[src/rtl/rtc_alarm_wb_if.sv]
`default_nettype none
// ============================================================================
// Module   : rtc_alarm_wb_if
// Purpose  : Wishbone classic slave bundle for the RTC alarm scheduler.
// Revision : 1.0
// ============================================================================
interface rtc_alarm_wb_if;
    logic [31:0] wb_adr_i;
    logic [31:0] wb_dat_i;
    logic [31:0] wb_dat_o;
    logic        wb_we_i;
    logic [3:0]  wb_sel_i;
    logic        wb_stb_i;
    logic        wb_cyc_i;
    logic        wb_ack_o;

    modport master (
        output wb_adr_i, wb_dat_i, wb_we_i, wb_sel_i, wb_stb_i, wb_cyc_i,
        input  wb_dat_o, wb_ack_o
    );

    modport slave (
        input  wb_adr_i, wb_dat_i, wb_we_i, wb_sel_i, wb_stb_i, wb_cyc_i,
        output wb_dat_o, wb_ack_o
    );
endinterface
`default_nettype wire

[src/rtl/rtc_alarm_wb.sv]
`default_nettype none
// ============================================================================
// Module   : rtc_alarm_wb
// Purpose  : NCH countdown alarms on the 100 Hz tick, one shared decrementer.
// Revision : 1.0
// ============================================================================
module rtc_alarm_wb #(
    parameter int NCH = 4
) (
    input  wire logic     wb_clk_i,
    input  wire logic     wb_rst_i,
    rtc_alarm_wb_if.slave wb,
    input  wire logic     tick_i,
    output logic          int_o
);
    localparam int                 c_IDX_W = (NCH > 1) ? $clog2(NCH) : 1;
    localparam logic [c_IDX_W-1:0] c_LAST  = c_IDX_W'(NCH - 1);

    typedef enum logic [0:0] {
        S_IDLE = 1'b0,
        S_SCAN = 1'b1
    } t_state;

    t_state               r_state, w_state_nx;
    logic [c_IDX_W-1:0]   r_idx, w_idx_nx;
    logic                 r_tick_pend, w_tpend_nx;
    logic                 w_ovr_set;

    logic [31:0]          r_reload [NCH];
    logic [31:0]          r_count  [NCH];
    logic [NCH-1:0]       r_en, r_per, r_pend, r_irqen;
    logic                 r_overrun, r_ack, r_int;
    logic [31:0]          r_dat;

    logic                 w_acc, w_wr, w_busy, w_ch_ok;
    logic [5:0]           w_off;
    logic [3:0]           w_ch;
    logic [NCH-1:0]       w_wr_rel, w_wr_cnt, w_wr_cfg, w_scan, w_fire, w_w1c;
    logic [31:0]          w_rdata;
    logic                 w_unused;

    assign w_acc    = wb.wb_cyc_i & wb.wb_stb_i & ~r_ack;
    assign w_wr     = w_acc & wb.wb_we_i;
    assign w_off    = wb.wb_adr_i[7:2];
    assign w_ch     = w_off[5:2] - 4'd1;
    assign w_ch_ok  = (w_off[5:2] != 4'd0) && (w_ch < 4'(NCH));
    assign w_busy   = (r_state == S_SCAN) | r_tick_pend;
    assign w_w1c    = (w_wr && w_off == 6'd0) ? wb.wb_dat_i[NCH-1:0] : '0;
    assign w_unused = ^{wb.wb_sel_i, wb.wb_adr_i[31:8], wb.wb_adr_i[1:0]};

    // Per-channel write strobes and scan results; a SW write to the scanned
    // channel suppresses the whole scan update for that channel, pend included.
    always_comb begin
        w_wr_rel = '0;
        w_wr_cnt = '0;
        w_wr_cfg = '0;
        w_scan   = '0;
        w_fire   = '0;
        for (int i = 0; i < NCH; i++) begin
            if (w_wr && w_ch_ok && (w_ch == 4'(i))) begin
                w_wr_rel[i] = (w_off[1:0] == 2'd0);
                w_wr_cnt[i] = (w_off[1:0] == 2'd1);
                w_wr_cfg[i] = (w_off[1:0] == 2'd2);
            end
            w_scan[i] = (r_state == S_SCAN) && (r_idx == c_IDX_W'(i)) && r_en[i]
                        && !(w_wr_rel[i] || w_wr_cnt[i] || w_wr_cfg[i]);
            w_fire[i] = w_scan[i] && (r_count[i] <= 32'd1);
        end
    end

    always_comb begin
        w_rdata = '0;
        case (w_off)
            6'd0:    w_rdata = 32'(r_pend);
            6'd1:    w_rdata = 32'(r_irqen);
            6'd2:    w_rdata = {30'd0, r_overrun, w_busy};
            default: begin
                for (int i = 0; i < NCH; i++) begin
                    if (w_ch_ok && (w_ch == 4'(i))) begin
                        case (w_off[1:0])
                            2'd0:    w_rdata = r_reload[i];
                            2'd1:    w_rdata = r_count[i];
                            2'd2:    w_rdata = {30'd0, r_per[i], r_en[i]};
                            default: w_rdata = '0;
                        endcase
                    end
                end
            end
        endcase
    end

    always_comb begin
        w_state_nx = r_state;
        w_idx_nx   = r_idx;
        w_tpend_nx = r_tick_pend;
        w_ovr_set  = 1'b0;
        case (r_state)
            S_IDLE: begin
                if (tick_i || r_tick_pend) begin
                    w_state_nx = S_SCAN;
                    w_idx_nx   = '0;
                    w_tpend_nx = 1'b0;
                    w_ovr_set  = tick_i && r_tick_pend;
                end
            end
            S_SCAN: begin
                if (tick_i) begin
                    if (r_tick_pend) w_ovr_set  = 1'b1;
                    else             w_tpend_nx = 1'b1;
                end
                if (r_idx == c_LAST) begin
                    w_idx_nx = '0;
                    // A queued tick restarts the walk without passing through IDLE
                    if (r_tick_pend) w_tpend_nx = 1'b0;
                    else             w_state_nx = S_IDLE;
                end else begin
                    w_idx_nx = r_idx + c_IDX_W'(1);
                end
            end
            default: w_state_nx = S_IDLE;
        endcase
    end

    always_ff @(posedge wb_clk_i or posedge wb_rst_i) begin
        if (wb_rst_i) begin
            r_state     <= S_IDLE;
            r_idx       <= '0;
            r_tick_pend <= 1'b0;
        end else begin
            r_state     <= w_state_nx;
            r_idx       <= w_idx_nx;
            r_tick_pend <= w_tpend_nx;
        end
    end

    always_ff @(posedge wb_clk_i or posedge wb_rst_i) begin
        if (wb_rst_i) begin
            r_ack     <= 1'b0;
            r_dat     <= '0;
            r_int     <= 1'b0;
            r_pend    <= '0;
            r_irqen   <= '0;
            r_overrun <= 1'b0;
            r_en      <= '0;
            r_per     <= '0;
            for (int i = 0; i < NCH; i++) begin
                r_reload[i] <= '0;
                r_count[i]  <= '0;
            end
        end else begin
            r_ack     <= w_acc;
            if (w_acc) r_dat <= w_rdata;
            r_int     <= |(r_pend & r_irqen);
            r_pend    <= (r_pend & ~w_w1c) | w_fire;
            if (w_wr && w_off == 6'd1) r_irqen <= wb.wb_dat_i[NCH-1:0];
            r_overrun <= (r_overrun & ~(w_wr && w_off == 6'd2 && wb.wb_dat_i[1])) | w_ovr_set;
            for (int i = 0; i < NCH; i++) begin
                if (w_wr_rel[i]) r_reload[i] <= wb.wb_dat_i;
                if (w_wr_cnt[i]) begin
                    r_count[i] <= wb.wb_dat_i;
                end else if (w_scan[i]) begin
                    if (!w_fire[i])                                r_count[i] <= r_count[i] - 32'd1;
                    else if (r_per[i] && r_reload[i] != 32'd0)     r_count[i] <= r_reload[i];
                    else                                           r_count[i] <= '0;
                end
                if (w_wr_cfg[i]) begin
                    r_en[i]  <= wb.wb_dat_i[0];
                    r_per[i] <= wb.wb_dat_i[1];
                end else if (w_fire[i] && !(r_per[i] && r_reload[i] != 32'd0)) begin
                    r_en[i]  <= 1'b0;
                end
            end
        end
    end

    assign wb.wb_ack_o = r_ack;
    assign wb.wb_dat_o = r_dat;
    assign int_o       = r_int;

endmodule
`default_nettype wire

[src/flat_wrapper.sv]
// flat-port wrapper written by rule: the top's interface ports become plain ports
module rtc_alarm_wb_flat 
#(
    parameter int NCH = 4
)
  (wb_clk_i, wb_rst_i, tick_i, int_o, wb_wb_adr_i, wb_wb_dat_i, wb_wb_we_i, wb_wb_sel_i, wb_wb_stb_i, wb_wb_cyc_i, wb_wb_dat_o, wb_wb_ack_o);
  rtc_alarm_wb_if wb_i ();
  input  wire logic wb_clk_i;
  input  wire logic wb_rst_i;
  input  wire logic tick_i;
  output logic int_o;
  input wire logic [$bits(wb_i.wb_adr_i)-1:0] wb_wb_adr_i;
  input wire logic [$bits(wb_i.wb_dat_i)-1:0] wb_wb_dat_i;
  input wire logic [$bits(wb_i.wb_we_i)-1:0] wb_wb_we_i;
  input wire logic [$bits(wb_i.wb_sel_i)-1:0] wb_wb_sel_i;
  input wire logic [$bits(wb_i.wb_stb_i)-1:0] wb_wb_stb_i;
  input wire logic [$bits(wb_i.wb_cyc_i)-1:0] wb_wb_cyc_i;
  output wire logic [$bits(wb_i.wb_dat_o)-1:0] wb_wb_dat_o;
  output wire logic [$bits(wb_i.wb_ack_o)-1:0] wb_wb_ack_o;
  assign wb_i.wb_adr_i = wb_wb_adr_i;
  assign wb_i.wb_dat_i = wb_wb_dat_i;
  assign wb_i.wb_we_i = wb_wb_we_i;
  assign wb_i.wb_sel_i = wb_wb_sel_i;
  assign wb_i.wb_stb_i = wb_wb_stb_i;
  assign wb_i.wb_cyc_i = wb_wb_cyc_i;
  assign wb_wb_dat_o = wb_i.wb_dat_o;
  assign wb_wb_ack_o = wb_i.wb_ack_o;
  rtc_alarm_wb #(.NCH(NCH)) u_core (.wb_clk_i(wb_clk_i), .wb_rst_i(wb_rst_i), .wb(wb_i), .tick_i(tick_i), .int_o(int_o));
endmodule
[config.mk]
export PLATFORM = sky130hd
export DESIGN_NAME = rtc_alarm_wb_flat
export DESIGN_NICKNAME = d
export VERILOG_FILES = /design/src/rtl/rtc_alarm_wb_if.sv /design/src/rtl/rtc_alarm_wb.sv /design/src/flat_wrapper.sv
export SDC_FILE = /design/constraint.sdc
export NUM_CORES = 1
export LEC_CHECK = 0
export CORE_AREA = 2 2 186 188
export DETAILED_ROUTE_END_ITERATION = 6
export DIE_AREA = 0 0 188 190
export PLACE_DENSITY = 0.74
export SLEW_MARGIN = 10
export SYNTH_ARGS = -nofsm -noshare
export SYNTH_HDL_FRONTEND = slang
export SYNTH_SLANG_ARGS = --single-unit
export TNS_END_PERCENT = 5
[constraint.sdc]
create_clock -name wb_clk_i -period 29.7 [get_ports wb_clk_i]
set_clock_uncertainty 0.1 [all_clocks]
set_input_delay 4.455 -clock wb_clk_i [delete_from_list [all_inputs] [get_ports wb_clk_i]]
set_output_delay 4.455 -clock wb_clk_i [all_outputs]
set_load 0.01 [all_outputs]
After elaboration in Yosys (flattened, before gate mapping):

Index checks and enable logic that the tools add are counted.

* order comparisons: 5
* bitwise gates (word level): 13
* add/sub/neg operators: 6
* reductions and logical operators: 74
* multiplexer cells: 61
* equality and inequality tests: 11

Operators with widths (number)
* 32-bit two-way mux: 20
* 32-bit case mux with 3 select lines: 5
* 32-bit by 1-bit less-or-equal comparator with 1-bit output, second input constant: 4
* 32-bit nonzero test: 4
* 32-bit by 1-bit subtractor with 32-bit output, second input constant: 4
* 1-bit logical AND: 39
* 1-bit two-way mux: 29
* 2-bit nonzero test: 8
* 1-bit logical OR: 9
* 4-bit bitwise AND: 2
* 4-bit by 2-bit == test with 1-bit output, second input constant: 2
* 1-bit logical NOT: 8
* 2-bit == test, second input constant: 3
* 6-bit by 1-bit == test with 1-bit output, second input constant: 1
* 6-bit by 2-bit == test with 1-bit output, second input constant: 1
* 6-bit logical NOT: 1
* 1-bit case mux with 2 select lines: 3
* 1-bit bitwise AND: 4
* 2-bit by 1-bit == test with 1-bit output, second input constant: 2
* 4-bit by 1-bit == test with 1-bit output, second input constant: 1
* 2-bit logical NOT: 2
* 4-bit logical NOT: 1
* 4-bit by 3-bit < comparator with 1-bit output, second input constant: 1
* 2-bit two-way mux: 2
* 11 further kinds: 14

* word-level logic and storage cells: 195
* register bits after elaboration: 311
* output and inout bits: 34
* bits of input ports: 74

Depth between registers and ports, before layout:

Gate-level depths: netlist (run 1).

* depth in word-level cells: 14
* mapped depth: 10
* gate-level depth less buffers: 8

Worst setup path after synthesis (run 1):

OpenSTA, ideal clock, no wires.

* path type: input to register
* start: in wb_wb_adr_i[6]
* end: reg u_core.r_count[100] (netlist bit)
* data arrival time: 6.490 ns
* path buffers: 3
* stages on the path: 8
* data required time: 29.469 ns
* slack: 22.979 ns
* library setup time: 0.131 ns
* cell sequence: clkbuf_1 > or4b_1 > clkbuf_1 > o31ai_2 > nor2_2 > buf_2 > a222oi_1 > nand2_1

* word-level cells in the longest chain between the ends: 14
* elaborated cells between the ends (all ways): 19
* classes of those cells: add/sub: 1; order compare: 1; mux: 6; reduce/logical: 11

Ends and longest elaborated chain
* from (decl): line flat_wrapper.sv:12 `input wire logic [$bits(wb_i.wb_adr_i)-1:0] wb_wb_adr_i;`
* 4-bit by 1-bit subtractor with 4-bit output: line rtc_alarm_wb.sv:45 `assign w_ch = w_off[5:2] - 4'd1;`
* 4-bit by 3-bit < comparator with 1-bit output: line rtc_alarm_wb.sv:46 `assign w_ch_ok = (w_off[5:2] != 4'd0) && (w_ch < 4'(NCH));`
* 1-bit logical AND: line rtc_alarm_wb.sv:46
* 1-bit logical AND: line rtc_alarm_wb.sv:60 `if (w_wr && w_ch_ok && (w_ch == 4'(i))) begin`
* 1-bit logical AND *: line rtc_alarm_wb.sv:60
* 1-bit two-way mux: line rtc_alarm_wb.sv:60
* 1-bit logical OR (2 in a row): line rtc_alarm_wb.sv:66 `&& !(w_wr_rel[i] || w_wr_cnt[i] || w_wr_cfg[i]);`
* 1-bit logical NOT: line rtc_alarm_wb.sv:66
* 1-bit logical AND: line rtc_alarm_wb.sv:66
* 1-bit logical AND: line rtc_alarm_wb.sv:67 `w_fire[i] = w_scan[i] && (r_count[i] <= 32'd1);`
* 32-bit two-way mux: line rtc_alarm_wb.sv:162 `if (!w_fire[i]) r_count[i] <= r_count[i] - 32'd1;`
* 32-bit two-way mux: line rtc_alarm_wb.sv:161 `end else if (w_scan[i]) begin`
* 32-bit two-way mux: line rtc_alarm_wb.sv:159 `if (w_wr_cnt[i]) begin`
* to (signal, indexed assignment): line rtc_alarm_wb.sv:160 `r_count[i] <= wb.wb_dat_i;`
* to (signal, indexed assignment): line rtc_alarm_wb.sv:162
* to (signal, indexed assignment): line rtc_alarm_wb.sv:163 `else if (r_per[i] && r_reload[i] != 32'd0) r_count[i] <= r_reload[i];`
* to (decl): line rtc_alarm_wb.sv:30 `logic [31:0] r_count [NCH];`

Mark *: on every way between the ends. The rest lies on a longest branch, timed or not. The select of a mux whose other input is x is not followed.
A chain may end at the register's enable or synchronous reset.

Final worst setup path (run 1):

* start: in wb_wb_adr_i[4]
* end: reg u_core.r_reload[62] (netlist bit)

* word-level cells in the longest chain between the ends: 6
* elaborated cells between the ends (all ways): 8
* classes of those cells: add/sub: 1; order compare: 1; eq/ne: 1; mux: 1; reduce/logical: 4

Ends and longest elaborated chain
* 4-bit by 1-bit subtractor with 4-bit output: line rtc_alarm_wb.sv:45
* 4-bit by 3-bit < comparator with 1-bit output: line rtc_alarm_wb.sv:46
* 1-bit logical AND: line rtc_alarm_wb.sv:46
* 1-bit logical AND: line rtc_alarm_wb.sv:60
* 1-bit logical AND *: line rtc_alarm_wb.sv:60
* 1-bit two-way mux *: line rtc_alarm_wb.sv:60
* to (signal, indexed assignment): line rtc_alarm_wb.sv:158 `if (w_wr_rel[i]) r_reload[i] <= wb.wb_dat_i;`
* to (decl): line rtc_alarm_wb.sv:29 `logic [31:0] r_reload [NCH];`

Mark *: on every way between the ends. The rest lies on a longest branch, timed or not.

==> flow_metrics.py, run 1 <==
metrics = {
    "global_routing": {
        "grt_pass1_vias": 15897,
        "grt_use_total_pct": 38.7,
        "antenna_found_initial": 2,
        "grt_max_degree": 120,
        "grt_pass1_wl_mm": 103,
        "grt_remaining_overflow": 0,
    },
    "detailed_routing": {
        "first_pass_iters": 7,
        "drt-initial-drc-count": 2414,
        "viasPerCell": 7.05,
        "via_count": 16540,
        "wl_met1_mm": 27.3,
        "postRouteWirelength_mm": 68.6,
        "route.met3.wl_mm": 8.03,
        "drtAntennaViolNets": 0,
        "wire_per_inst_microns": 29.2,
        "drc": 4,
        "wl_met2_mm": 29.2,
        "highest_layer": "met4",
    },
    "power": {
        "switching_share_pct": 40.7,
        "combPwrFrac_pct": 40.8,
        "p_int_w": 0.00107,
        "pwr-share-clk_pct": 27.0,
        "ir_worst_vdd_v": 0.0000630,
        "pwr-share-seq_pct": 32.2,
        "power.density_nw_per_um2": 87.4,
        "p_total_w": 0.00181,
        "p_switching_w": 0.000737,
        "power_leakage_nw": 9.17,
    },
    "synth": {
        "synth_top_family_by_area": "simple AND/OR/NAND/NOR gates",
        "yosysSeqAreaShare_pct": 42.4,
        "yosys.area_share.simple_pct": 16.8,
        "syn-num-nets": 1930,
        "synth_edf_count": 0,
        "synth_area_sq_um": 18400,
        "yosys_warnings": 0,
        "synth_mux_area_share_pct": 15.3,
        "synth_compound_area_share_pct": 16.8,
        "synth_flop_cell": "dfrtp_1",
        "synthXorXnorAreaFrac_pct": 4.48,
        "synth_seq_cells": 311,
        "synthAdderAreaFrac_pct": 0.818,
        "synth_cells": 1844,
        "synth_cell_types": 78,
        "async_flop_share_pct": 100,
        "avgSynthCellArea_sq_um": 9.96,
    },
    "finish": {
        "drive_gt1_share_pct": 14.8,
        "areaGrowthSynthToFinish_pct": 12.8,
        "instances_no_fill": 2347,
        "final_net_count": 1949,
        "mostFrequentLayoutCell": "dfrtp_1",
        "fin_util_pct": 61.0,
        "final_cell_mix": "311 x dfrtp_1, 212 x nand2_1, 127 x mux2_2",
    },
    "timing": {
        "setup_viol": 0,
        "max-slew-margin-rel_pct": 13.3,
        "rsz0062_at_grt": "false",
        "finalSetupTns_ns": 0,
        "clock.fmax_ghz": 0.135,
        "worst_pin_slew_ns": 1.30,
        "finalHoldViolations": 0,
        "post-route-period-util_pct": 24.9,
        "holdWs_ns": 0.376,
        "min_period_ns": 7.39,
        "finalMaxSlewViolations": 0,
    },
    "worst_setup_path": {
        "worstSetupPathType": "in2reg",
        "cp_data_arrival_time_ns": 7.72,
        "crit_required_ns": 30.03,
        "cp_max_fo": 32,
        "cp-start-kind": "input port",
        "crit_path_end_kind": "flop",
    },
    "worst_hold_path": {
        "min_path_type": "reg2reg",
    },
    "placement": {
        "gp_congestion": 1.04,
        "placed_cells": 2278,
        "post-dp-hpwl_mm": 48.9,
        "io_buffer_count": 77,
    },
    "clock_network": {
        "clk_pin_slew_worst_paths_ns": 0.06,
        "cts_max_path_buffers": 3,
        "clkSinkCount": 311,
        "clk_latency_ns": 0.56,
        "cts_tree": "done",
        "htree_levels": 2,
        "post_cts_resized": 0,
        "postCtsHoldBufs": 0,
        "cts_setup_buffers": 0,
        "cts-root-buf": "clkbuf_16",
        "cts_buffers": 38,
    },
    "die": {
        "die-area_sq_um": 35700,
        "die_h_microns": 190,
        "core_sq_um": 33900,
        "num_rows": 68,
        "die_w_microns": 188,
        "ios": 108,
        "start_util_pct": 54.1,
    },
    "run_status": {
        "run_status": "complete, but fails checks",
        "violations": "design-rule violations",
    },
    "job": {
        "cap_violations": 0,
    },
}
==> routing by layer <==
metal	track usage (%)	up-vias
met3	9.26	191
met2	55.9	1026
met4	20.7	0
li1	-	7058
met5	0	-
met1	54.0	8265
==> per-stage QoR <==
step | cell area, sq um | setup WS (ns)
4_1_cts | 20700 | 22.37
2_1_floorplan | 18400 | 16.54
6_report | 20700 | 22.31
3_3_place_gp | 19400 | 21.90
5_1_grt | 20700 | 22.11
3_5_place_dp | 19400 | 21.82
==> worst paths after layout <==
| kind | from | endpoint | slack (ns) | cells after the start |
|---|---|---|---|---|
| setup reg to reg | u_core.r_count[46]$_DFFE_PP0P_ | u_core.r_count[60]$_DFFE_PP0P_ | 25.97 | 7 |
| min in group asynchronous | wb_rst_i | u_core.r_idx[0]$_DFFE_PP0P_ | 4.37 | 2 |
| hold / removal | u_core.wb.wb_dat_o[30]$_DFFE_PP0N_ | u_core.wb.wb_dat_o[30]$_DFFE_PP0N_ | 0.38 | 2 |
| setup / recovery | wb_wb_adr_i[4] | u_core.r_reload[62]$_DFFE_PP0P_ | 22.31 | 8 |
| max in group asynchronous | wb_rst_i | u_core.r_en[3]$_DFFE_PP0P_ | 23.49 | 3 |
| hold reg to reg | u_core.wb.wb_dat_o[30]$_DFFE_PP0N_ | u_core.wb.wb_dat_o[30]$_DFFE_PP0N_ | 0.38 | 2 |
==> registers in the layout (all words and copies together), names as in the netlist <==
signal              count
u_core.int_o            1
u_core.r_count        128
u_core.r_en             4
u_core.r_idx            2
u_core.r_irqen          4
u_core.r_overrun        1
u_core.r_pend           4
u_core.r_per            4
u_core.r_reload       128
u_core.r_state          1
u_core.r_tick_pend      1
u_core.wb.wb_ack_o      1
u_core.wb.wb_dat_o     32
==> cells by family after synthesis <==
family / Yosys count
compound gates: 440
simple gates: 592
fa+ha+maj: 12
mux: 247
flops: 311
xor+xnor: 94
buf+inv: 148
==> worst max-delay path, cell delays in order <==
cell,delay [ns]
clkdlybuf4s50_1,0.48
buf_4,0.43
nor4b_2,0.19
a21oi_1,0.58
nor2_1,0.09
nand2_1,0.67
buf_4,0.41
mux2_2,0.37
==> Yosys cell counts, types with 4 or more instances <==
cell / instances / share of area, %
a22o_1: 25 / 1.2
dfrtp_1: 311 / 42
a222oi_1: 66 / 3.6
a221o_1: 17 / 0.93
o22ai_1: 43 / 1.5
nor3b_1: 5 / 0.20
nand4_1: 23 / 0.78
and2_1: 6 / 0.20
nor4_1: 58 / 2.0
xor2_1: 38 / 1.8
o41ai_1: 4 / 0.19
o211ai_1: 28 / 1.1
a22oi_1: 30 / 1.2
or3_1: 15 / 0.51
nor2_1: 106 / 2.2
nor2b_1: 5 / 0.17
o31ai_1: 8 / 0.33
xnor2_1: 56 / 2.7
or4_1: 28 / 1.1
mux2i_1: 98 / 5.3
mux2_2: 127 / 7.8
nor3_1: 48 / 1.3
buf_2: 18 / 0.49
inv_1: 22 / 0.45
nand3_1: 25 / 0.68
nand3b_1: 6 / 0.25
nand2_1: 212 / 4.3
a211o_1: 5 / 0.24
clkbuf_1: 85 / 1.7
buf_6: 6 / 0.37
or2_2: 9 / 0.31
a211oi_1: 9 / 0.37
a31oi_1: 5 / 0.17
o21ai_1: 8 / 0.22
nand2b_1: 6 / 0.20
mux4_2: 13 / 1.6
a21o_1: 5 / 0.20
o21ai_0: 110 / 3.0
mux2_1: 9 / 0.55
buf_1: 15 / 0.31
a21oi_1: 56 / 1.5
ha_1: 12 / 0.82
==> power by group through the flow <==
stage	logic [W]	clock network [W]	registers [W]
3_5_place_dp	0.000714	0	0.000584
5_1_grt	0.000803	0.000511	0.000589
4_1_cts	0.000720	0.000492	0.000577
3_3_place_gp	0.000706	0	0.000581
2_1_floorplan	0.000555	0	0.000547
6_report	0.000739	0.000489	0.000582
==> layout make-up <==
cell class,instances,area (sq um)
Clock inverter,17,220
Sequential cell,311,7780
Timing Repair Buffer,105,973
Fill cell,2805,13200
Multi-Input combinational cell,1385,9990
Tap cell,455,569
Clock buffer,50,1080
Antenna cell,2,5.00
Inverter,22,90.1
Note: power is estimated with default switching activity, not from simulation.
==> run 2: changes to the inputs <==
PLACE_DENSITY = 0.77   (was 0.74)
clock period = 6.65 ns   (was 29.7 ns; I/O delays follow)
==> run 2 against run 1 <==
Worst hold slack better by 0.0010 ns. Power grew to 4.3 times the previous value. Highest routed layer is now met5. The run still ends with design-rule violations left. Routed wire length is 1.3% lower. Via count is 1.6% higher.
==> flow_metrics.py, run 2 (synthesized netlist as in run 1, its figures left out) <==
metrics = {
    "die": {
        "die_w_microns": 188,
        "die_h_microns": 190,
        "num_rows": 68,
        "start_util_pct": 54.1,
        "core_sq_um": 33900,
        "die-area_sq_um": 35700,
        "ios": 108,
    },
    "timing": {
        "finalSetupTns_ns": 0,
        "finalHoldViolations": 0,
        "rsz0062_at_grt": "false",
        "setup_viol": 0,
        "min_period_ns": 4.08,
        "clock.fmax_ghz": 0.245,
        "max-slew-margin-rel_pct": 19.2,
        "finalMaxSlewViolations": 0,
        "worst_pin_slew_ns": 1.21,
        "post-route-period-util_pct": 61.3,
    },
    "clock_network": {
        "cts_tree": "done",
        "post_cts_resized": 0,
        "cts_max_path_buffers": 3,
        "clkSinkCount": 311,
        "cts_setup_buffers": 0,
        "clk_pin_slew_worst_paths_ns": 0.06,
        "htree_levels": 2,
        "clk_latency_ns": 0.54,
        "postCtsHoldBufs": 0,
        "cts_buffers": 35,
        "cts-root-buf": "clkbuf_16",
    },
    "detailed_routing": {
        "first_pass_iters": 7,
        "postRouteWirelength_mm": 67.7,
        "wire_per_inst_microns": 28.9,
        "drc": 6,
        "drtAntennaViolNets": 0,
        "drt-initial-drc-count": 2770,
        "via_count": 16798,
        "viasPerCell": 7.17,
    },
    "worst_setup_path": {
        "cp_max_fo": 18,
        "cp-start-kind": "input port",
        "worstSetupPathType": "in2reg",
        "crit_path_end_kind": "flop",
        "path_cells": "clkdlybuf4s50_1, or4b_1, o21a_1, nor2_2, buf_4, a22oi_1, o211ai_1",
        "cp_data_arrival_time_ns": 4.42,
        "critical-path-slowest-cell": "clkdlybuf4s50_1",
        "max_stage_delay_ns": 0.96,
        "crit_required_ns": 6.99,
        "worstRegToRegCells": 6,
    },
    "global_routing": {
        "grt_max_degree": 118,
        "grt_pass1_wl_mm": 102,
        "grt_use_total_pct": 37.9,
        "grt_pass1_vias": 15747,
        "antenna_found_initial": 2,
        "grt_remaining_overflow": 0,
    },
    "finish": {
        "areaGrowthSynthToFinish_pct": 12.1,
        "drive_gt1_share_pct": 14.5,
        "mostFrequentLayoutCell": "dfrtp_1",
        "nFillCells": 2884,
        "final_cell_mix": "311 x dfrtp_1, 212 x nand2_1, 127 x mux2_2",
        "postLayoutCellArea_sq_um": 20600,
        "final_net_count": 1948,
    },
    "worst_hold_path": {
        "worstHoldPathCells": 2,
        "min_path_type": "reg2reg",
    },
    "placement": {
        "post-dp-hpwl_mm": 47.9,
        "gp_congestion": 1.03,
        "place_area_sq_um": 19400,
        "io_buffer_count": 77,
    },
    "run_status": {
        "violations": "design-rule violations",
        "run_status": "complete, but fails checks",
    },
    "power": {
        "power.density_nw_per_um2": 381,
        "ir_worst_vdd_v": 0.000192,
        "power_leakage_nw": 9.10,
    },
    "job": {
        "cap_violations": 0,
    },
}
==> run 2: path summary, 6_finish.rpt <==
check                                             startpoint                                 to  slack (ns)
setup reg to reg              u_core.r_count[54]$_DFFE_PP0P_     u_core.r_count[32]$_DFFE_PP0P_        3.12
setup / recovery                              wb_wb_adr_i[4]     u_core.r_count[97]$_DFFE_PP0P_        2.57
max in group asynchronous                           wb_rst_i   u_core.r_reload[114]$_DFFE_PP0P_        4.10
hold / removal             u_core.wb.wb_dat_o[1]$_DFFE_PP0N_  u_core.wb.wb_dat_o[1]$_DFFE_PP0N_        0.38
hold reg to reg            u_core.wb.wb_dat_o[1]$_DFFE_PP0N_  u_core.wb.wb_dat_o[1]$_DFFE_PP0N_        0.38
min in group asynchronous                           wb_rst_i     u_core.r_count[67]$_DFFE_PP0P_        0.78
==> run 2: layer usage <==
metal | vias to the layer above | routed length (microns) | track usage (%)
met5 | - | 31 | 0
met4 | 4 | 4860 | 22.7
met3 | 243 | 8440 | 8.93
met2 | 1221 | 27900 | 53.4
met1 | 8272 | 26500 | 53.0
li1 | 7058 | - | -
==> run 2: critical path: cells and delay by family <==
kind                   cells  cell delay, ns
buffers and inverters      2            1.35
and+or+nand+nor            2            1.37
AOI/OAI and AO/OA          3            0.69
==> run 2: stage by stage <==
| stage | total power, W | worst slack, ns | instances | utilization (%) | hold slack [ns] |
|---|---|---|---|---|---|
| after floorplan | 0.00492 | 1.41 | 1844 | - | 0.365 |
| after global placement | 0.00573 | 2.22 | 2280 | 57.3 | 0.366 |
| after detailed placement | 0.00579 | 2.17 | 2280 | 57.3 | 0.369 |
| after CTS | 0.00772 | 2.71 | 2343 | 60.6 | 0.381 |
| after global routing | 0.00824 | 2.43 | 2343 | 60.6 | 0.403 |
| final | 0.00784 | 2.57 | 2344 | 60.6 | 0.377 |
==> run 2: where the power goes <==
part           internal (W)  leakage, nW  total, W  switching, W
Combinational       0.00131         4.29   0.00331       0.00200
Sequential          0.00215         4.24   0.00260      0.000445
Clock               0.00113        0.565   0.00194      0.000809
==> run 2: final cells by class <==
class / instances / area (sq um) / share of cell area, %
clock buffer: 53 / 1040 / 5.08
tap: 455 / 569 / 2.77
sequential: 311 / 7780 / 37.8
timing repair buffer: 107 / 1010 / 4.92
multi-input combinational: 1385 / 9990 / 48.6
antenna: 1 / 2.50 / 0.0122
inverter: 22 / 86.3 / 0.419
clock inverter: 10 / 90.1 / 0.438
